==> src/rtl/wb_stage.sv <==
// MEM/WB pipeline register for TinyRISC-V: formats load data before the flops,
// drives the register-file write port one cycle later and counts retired instructions.
module wb_stage #(
   parameter int DATA_WIDTH     = 32,
   parameter int REG_ADDR_WIDTH = 5,
   parameter int CNT_WIDTH      = 64
) (
   input  logic                      clk,
   input  logic                      rst_n,
   input  logic                      valid_i,
   input  logic                      reg_wr_en_i,
   input  logic [REG_ADDR_WIDTH-1:0] reg_wr_addr_i,
   input  logic [DATA_WIDTH-1:0]     alu_result_i,
   input  logic                      is_load_i,
   input  logic [2:0]                load_funct3_i,
   input  logic [DATA_WIDTH-1:0]     mem_rd_data_i,
   input  logic                      hold_i,
   input  logic                      flush_i,
   output logic                      reg_wr_en_o,
   output logic [REG_ADDR_WIDTH-1:0] reg_wr_addr_o,
   output logic [DATA_WIDTH-1:0]     reg_wr_data_o,
   output logic                      wb_valid_o,
   output logic                      load_err_o,
   output logic [CNT_WIDTH-1:0]      instret_o
);

   localparam logic [2:0] F3_LB  = 3'b000;
   localparam logic [2:0] F3_LH  = 3'b001;
   localparam logic [2:0] F3_LW  = 3'b010;
   localparam logic [2:0] F3_LBU = 3'b100;
   localparam logic [2:0] F3_LHU = 3'b101;

   logic                      valid_q, valid_d;
   logic                      wr_en_q, wr_en_d;
   logic [REG_ADDR_WIDTH-1:0] addr_q,  addr_d;
   logic [DATA_WIDTH-1:0]     data_q,  data_d;
   logic                      err_q,   err_d;
   logic [CNT_WIDTH-1:0]      instret_q, instret_d;

   logic [1:0]            off;
   logic [7:0]            byte_sel;
   logic [15:0]           half_sel;
   logic [DATA_WIDTH-1:0] load_data;
   logic                  load_bad;
   logic                  wb_valid;

   // Load extraction: pick the addressed byte/half out of the aligned word.
   always_comb begin
      off       = alu_result_i[1:0];
      byte_sel  = mem_rd_data_i[{off, 3'b000} +: 8];
      half_sel  = off[1] ? mem_rd_data_i[31:16] : mem_rd_data_i[15:0];
      load_data = '0;
      load_bad  = 1'b0;
      case (load_funct3_i)
         F3_LB:  load_data = {{(DATA_WIDTH-8){byte_sel[7]}}, byte_sel};
         F3_LBU: load_data = {{(DATA_WIDTH-8){1'b0}}, byte_sel};
         F3_LH: begin
            load_bad  = off[0];
            load_data = {{(DATA_WIDTH-16){half_sel[15]}}, half_sel};
         end
         F3_LHU: begin
            load_bad  = off[0];
            load_data = {{(DATA_WIDTH-16){1'b0}}, half_sel};
         end
         F3_LW: begin
            load_bad  = (off != 2'b00);
            load_data = mem_rd_data_i;
         end
         default: load_bad = 1'b1;
      endcase
   end

   assign wb_valid = valid_q & ~err_q;

   // Flush beats hold; a held stage re-presents the same write every cycle.
   always_comb begin
      valid_d   = valid_q;
      wr_en_d   = wr_en_q;
      addr_d    = addr_q;
      data_d    = data_q;
      err_d     = err_q;
      instret_d = instret_q;
      if (flush_i) begin
         valid_d = 1'b0;
         err_d   = 1'b0;
      end else if (!hold_i) begin
         valid_d = valid_i;
         wr_en_d = reg_wr_en_i;
         addr_d  = reg_wr_addr_i;
         err_d   = valid_i & is_load_i & load_bad;
         if (!is_load_i)
            data_d = alu_result_i;
         else if (load_bad)
            data_d = '0;
         else
            data_d = load_data;
      end
      // The leaving instruction retires only on the edge that releases it.
      if (wb_valid && !hold_i)
         instret_d = instret_q + {{(CNT_WIDTH-1){1'b0}}, 1'b1};
   end

   always_ff @(posedge clk or negedge rst_n) begin
      if (!rst_n) begin
         valid_q   <= 1'b0;
         wr_en_q   <= 1'b0;
         addr_q    <= '0;
         data_q    <= '0;
         err_q     <= 1'b0;
         instret_q <= '0;
      end else begin
         valid_q   <= valid_d;
         wr_en_q   <= wr_en_d;
         addr_q    <= addr_d;
         data_q    <= data_d;
         err_q     <= err_d;
         instret_q <= instret_d;
      end
   end

   assign wb_valid_o    = wb_valid;
   assign load_err_o    = valid_q & err_q;
   assign reg_wr_en_o   = wb_valid & wr_en_q & (addr_q != '0);
   assign reg_wr_addr_o = addr_q;
   assign reg_wr_data_o = data_q;
   assign instret_o     = instret_q;

endmodule

==> config.mk <==
export PLATFORM = sky130hd
export DESIGN_NAME = wb_stage
export DESIGN_NICKNAME = d
export VERILOG_FILES = /design/src/rtl/wb_stage.sv
export SDC_FILE = /design/constraint.sdc
export NUM_CORES = 1
export LEC_CHECK = 0
export CORE_MARGIN = 1
export CORE_UTILIZATION = 46
export CTS_BUF_LIST = sky130_fd_sc_hd__clkbuf_16
export DETAILED_ROUTE_END_ITERATION = 12
export GPL_TIMING_DRIVEN = 0
export PLACE_DENSITY = 0.93
export SLEW_MARGIN = 25
export SYNTH_ARGS = -nofsm -noshare
export SYNTH_HDL_FRONTEND = slang
export SYNTH_SLANG_ARGS = --single-unit
==> constraint.sdc <==
create_clock -name clk -period 2 [get_ports clk]
set_input_delay 0.3 -clock clk [delete_from_list [all_inputs] [get_ports clk]]
set_output_delay 0.3 -clock clk [all_outputs]
set_load 0.1 [all_outputs]
==> run_summary.xml <==
<?xml version="1.0" encoding="UTF-8"?>
<metrics>
  <group name="grt">
    <metric name="global_route.usage.met2" unit="">0.510</metric>
    <metric name="grt_pass1_wl" unit="microns">27900</metric>
    <metric name="globalRouteMet1Util" unit="">0.330</metric>
    <metric name="grt_start_max_net_pins" unit="">78</metric>
    <metric name="gr-usage-all-layers" unit="">0.290</metric>
    <metric name="gr_met3_demand_resource" unit="">0.0815</metric>
    <metric name="first_global_vias" unit="">5402</metric>
    <metric name="grt.busiest_layer" unit="">met2</metric>
    <metric name="grt_overflow" unit="">0</metric>
    <metric name="grt_antenna_before_repair" unit="">0</metric>
  </group>
  <group name="critical_path">
    <metric name="start_kind" unit="">flop</metric>
    <metric name="cp.buffers_inverters" unit="">1</metric>
    <metric name="critPathTopFamily" unit="">flip-flops</metric>
    <metric name="reg2reg_from" unit="">instret_o[1]$_DFFE_PN0P_</metric>
    <metric name="worst-endpoint-required" unit="ps">1700</metric>
    <metric name="setup.worst_path.start" unit="">reg_wr_addr_o[1]$_DFFE_PN0P_</metric>
    <metric name="crit_path_top_delay_cell" unit="">sky130_fd_sc_hd__dfrtp_2</metric>
    <metric name="setup.worst_path.class" unit="">flop to primary output</metric>
    <metric name="setup.reg_to_reg.worst_slack" unit="ps">-10</metric>
    <metric name="crit_chain" unit="">or3_1 &gt; o311a_2 &gt; clkbuf_4</metric>
    <metric name="r2r-end" unit="">instret_o[40]$_DFFE_PN0P_</metric>
    <metric name="worstPathArrival" unit="ps">1750</metric>
    <metric name="r2r.worst_path.cells" unit="">7</metric>
    <metric name="timing.critical_path.to_type" unit="">primary output</metric>
    <metric name="worst_path_largest_cell_delay" unit="ps">420</metric>
    <metric name="critical_path.max_fanout" unit="">3</metric>
  </group>
  <group name="detailed_routing">
    <metric name="total_via_count_in_the_routed_design" unit="">5362</metric>
    <metric name="avgViaCountPerCell" unit="">5.91</metric>
    <metric name="wl_per_cell" unit="microns">20.7</metric>
    <metric name="wl" unit="microns">18800</metric>
    <metric name="route.detailed.drc" unit="">0</metric>
    <metric name="drtIter0Drc" unit="">394</metric>
    <metric name="antenna_left" unit="">0</metric>
    <metric name="firstDrtPassIters" unit="">5</metric>
  </group>
  <group name="synthesis">
    <metric name="ys_warn_count" unit="">0</metric>
    <metric name="synth_flop_cell" unit="">sky130_fd_sc_hd__dfrtp_1</metric>
    <metric name="muxShareOfSynthArea" unit="">0.0266</metric>
    <metric name="yosys.area_share.adder" unit="">0.00229</metric>
    <metric name="synthesis.nets" unit="">627</metric>
    <metric name="synth.lib_cells_used.distinct" unit="">52</metric>
    <metric name="synth-edff-count" unit="">0</metric>
    <metric name="post_synth_most_frequent_cells" unit="">104 x sky130_fd_sc_hd__dfrtp_1, 70 x sky130_fd_sc_hd__nand2_1, 55 x sky130_fd_sc_hd__nor2_1, 39 x sky130_fd_sc_hd__xnor2_1, 24 x sky130_fd_sc_hd__nand4_1</metric>
    <metric name="postSynth.asyncResetShare" unit="">1.00</metric>
    <metric name="synth-xor-area-share" unit="">0.103</metric>
    <metric name="synth.cell_area" unit="sq mm">0.00546</metric>
    <metric name="synth_top_area_frac" unit="">0.477</metric>
    <metric name="synth-seq-area-share" unit="">0.477</metric>
    <metric name="post_synth_main_area_contributors" unit="">sky130_fd_sc_hd__dfrtp_1 48%, sky130_fd_sc_hd__xnor2_1 6.3%, sky130_fd_sc_hd__nand2_1 4.8%</metric>
    <metric name="post_synth.cell_area_avg" unit="sq um">9.97</metric>
    <metric name="combinational_family_with_the_most_area_after_synthesis" unit="">simple AND/OR/NAND/NOR gates</metric>
    <metric name="yosys.cell_count.top_type" unit="">sky130_fd_sc_hd__dfrtp_1</metric>
    <metric name="synth_compound_gate_area_share" unit="">0.106</metric>
    <metric name="synthSimpleGateAreaFrac" unit="">0.249</metric>
    <metric name="synthDominantAreaCellType" unit="">sky130_fd_sc_hd__dfrtp_1</metric>
    <metric name="synth.ff_latch_count" unit="">104</metric>
    <metric name="postSynthCellCount" unit="">547</metric>
  </group>
  <group name="hold_path">
    <metric name="holdCritPathClass" unit="">primary input to flop</metric>
    <metric name="hold_path_end" unit="">err_q$_DFFE_PN0P_</metric>
    <metric name="hold_depth" unit="">3</metric>
    <metric name="hold_path_start" unit="">hold_i</metric>
  </group>
  <group name="placed_design">
    <metric name="io_buffer_count" unit="">180</metric>
    <metric name="globalplace.congestion" unit="">0.875</metric>
    <metric name="post-place-cells" unit="">871</metric>
    <metric name="dpl_worst_slack" unit="ps">-628</metric>
    <metric name="dp_hpwl" unit="microns">13400</metric>
  </group>
  <group name="flow_run">
    <metric name="drv_cap" unit="">0</metric>
  </group>
  <group name="sta">
    <metric name="final.setup.tns" unit="ps">-74.0</metric>
    <metric name="finalHoldViolCount" unit="">0</metric>
    <metric name="final-setup-viol-count" unit="">3</metric>
    <metric name="clock.fmax" unit="MHz">487</metric>
    <metric name="final_critical_path_setup_slack" unit="ps">-54.4</metric>
    <metric name="tightestPinTransition" unit="ps">1030</metric>
    <metric name="setup_repair_after_global_routing_missed_its_margin" unit="">true</metric>
    <metric name="timing.max_slew.rel_slack" unit="">0.318</metric>
    <metric name="period_needed" unit="ps">2050</metric>
    <metric name="timing.clock.skew" unit="ps">9.47</metric>
    <metric name="slew_violations" unit="">0</metric>
    <metric name="final.period_utilization" unit="">1.03</metric>
  </group>
  <group name="power_and_ir_drop">
    <metric name="total_leakage_power" unit="uW">0.00371</metric>
    <metric name="peak_supply_drop" unit="uV">777</metric>
    <metric name="pwr_cell_area" unit="mW/mm^2">745</metric>
  </group>
  <group name="floorplan">
    <metric name="std_cell_rows" unit="">39</metric>
    <metric name="dieWidth" unit="microns">111</metric>
    <metric name="die_height" unit="microns">111</metric>
    <metric name="start_util" unit="">0.476</metric>
    <metric name="io_pins" unit="">183</metric>
    <metric name="die_area" unit="sq mm">0.0123</metric>
    <metric name="core_area" unit="sq mm">0.0115</metric>
  </group>
  <group name="clock_tree">
    <metric name="clock_sink_count" unit="">104</metric>
    <metric name="tritoncts" unit="">built</metric>
    <metric name="total_clock_buffers_created_by_cts" unit="">9</metric>
    <metric name="clkSlewWorstSetupHoldPaths" unit="ps">70</metric>
    <metric name="cts.root.buffer_cell" unit="">sky130_fd_sc_hd__clkbuf_16</metric>
    <metric name="cts.htree.levels" unit="">3</metric>
    <metric name="cts_max_path_buffers" unit="">2</metric>
    <metric name="clkLatencyLatePin" unit="ps">350</metric>
  </group>
  <group name="finish">
    <metric name="final_net_count" unit="">839</metric>
    <metric name="layout.cells.non_filler" unit="">907</metric>
    <metric name="nFillCells" unit="">803</metric>
    <metric name="diodes" unit="">0</metric>
    <metric name="seq_area" unit="sq mm">0.00280</metric>
    <metric name="areaGrowthSynthToFinish" unit="%">53.1</metric>
    <metric name="drive_above_1_share" unit="">0.241</metric>
    <metric name="total_area_of_multi_input_combinational_cells" unit="sq mm">0.00298</metric>
  </group>
  <group name="run_status">
    <metric name="outcome" unit="">complete, but fails checks</metric>
    <metric name="violations" unit="">setup timing</metric>
  </group>
</metrics>
==> logic make-up after synthesis <==
family                   count (synthesis)
AND/OR/NAND/NOR                        244
adder cells (fa/ha/maj)                  1
AO/OA/AOI/OAI                           79
buffers and inverters                   43
multiplexers                            13
XOR/XNOR                                63
flip-flops                             104
==> per-layer routing <==
layer | wire length (microns) | part of all wire | up-vias
met5 | 0 | 0 | -
met4 | 674 | 0.036 | 0
met3 | 1550 | 0.082 | 60
met2 | 9470 | 0.50 | 294
met1 | 7110 | 0.38 | 2637
li1 | - | - | 2371
==> how the worst max path moves through the flow <==
stage               slack (ps)  depth (start not counted)                      endpoint
floorplan                  -80                          5     instret_o[61]$_DFFE_PN0P_
global placement         -3820                          1     instret_o[58]$_DFFE_PN0P_
detailed placement        -630                          7  reg_wr_data_o[3]$_DFFE_PN0P_
CTS                       -240                          3                   reg_wr_en_o
global route              -120                          7     instret_o[48]$_DFFE_PN0P_
finish                     -50                          3                   reg_wr_en_o
==> state kept, by name (all words and copies together), names as in the netlist <==
register and count:
err_q 1, valid_q 1, reg_wr_data_o 32, reg_wr_addr_o 5, instret_o 64, wr_en_q 1
==> where the power goes <==
part / switching (uW) / internal (uW)
Combinational: 1530 / 514
Sequential: 145 / 2270
Clock: 802 / 961
Total: 2470 / 3750
==> layout make-up <==
cell class	count	area share
multi-input combinational	400	0.357
sequential	104	0.336
timing repair buffer	202	0.226
clock buffer	9	0.0270
tap	143	0.0214
buffer	26	0.0187
clock inverter	7	0.00749
inverter	16	0.00719
==> per-stage QoR <==
stage	area (sq um)	power (uW)	hold WS, ps	util
after global placement	7690	4480	463	0.670
final	8350	6220	248	0.729
after floorplan	5710	3860	4.41	-
after global routing	8350	6420	298	0.729
after CTS	8040	6190	239	0.701
after detailed placement	7710	4530	194	0.673
==> worst reg2reg max path, delay by kind of cell, from the launching register on <==
kind | cells | cell delay [ps]
buf+inv | 1 | 220
simple gates | 4 | 890
flops | 1 | 450
fa+ha+maj | 1 | 160
xor+xnor | 1 | 200
==> cell usage in the layout (no fill, tap or decap), types with 11 or more instances in the layout <==
cell                              instances
sky130_fd_sc_hd__nand2_1                 68
sky130_fd_sc_hd__dfrtp_2                 14
sky130_fd_sc_hd__clkbuf_1                11
sky130_fd_sc_hd__inv_1                   17
sky130_fd_sc_hd__a21oi_1                 20
sky130_fd_sc_hd__xor2_1                  23
sky130_fd_sc_hd__o221ai_1                14
sky130_fd_sc_hd__dfrtp_1                 41
sky130_fd_sc_hd__nor2_1                  51
sky130_fd_sc_hd__nand4_1                 24
sky130_fd_sc_hd__xnor2_1                 39
sky130_fd_sc_hd__nand3_1                 18
sky130_fd_sc_hd__dfrtp_4                 49
sky130_fd_sc_hd__clkdlybuf4s50_1         73
sky130_fd_sc_hd__buf_4                   21
sky130_fd_sc_hd__dlygate4sd2_1           92
sky130_fd_sc_hd__o211ai_1                17
==> what timing repair did <==
action,in CTS,in global routing
gates cloned,0,1
pin swaps,4,23
hold buffers,1,0
buffers inserted,2,17
gates resized for setup,137,52
endpoints found under the setup margin,146,55
hold endpoints to repair,27,0
Power figures use the tool's default switching activity.
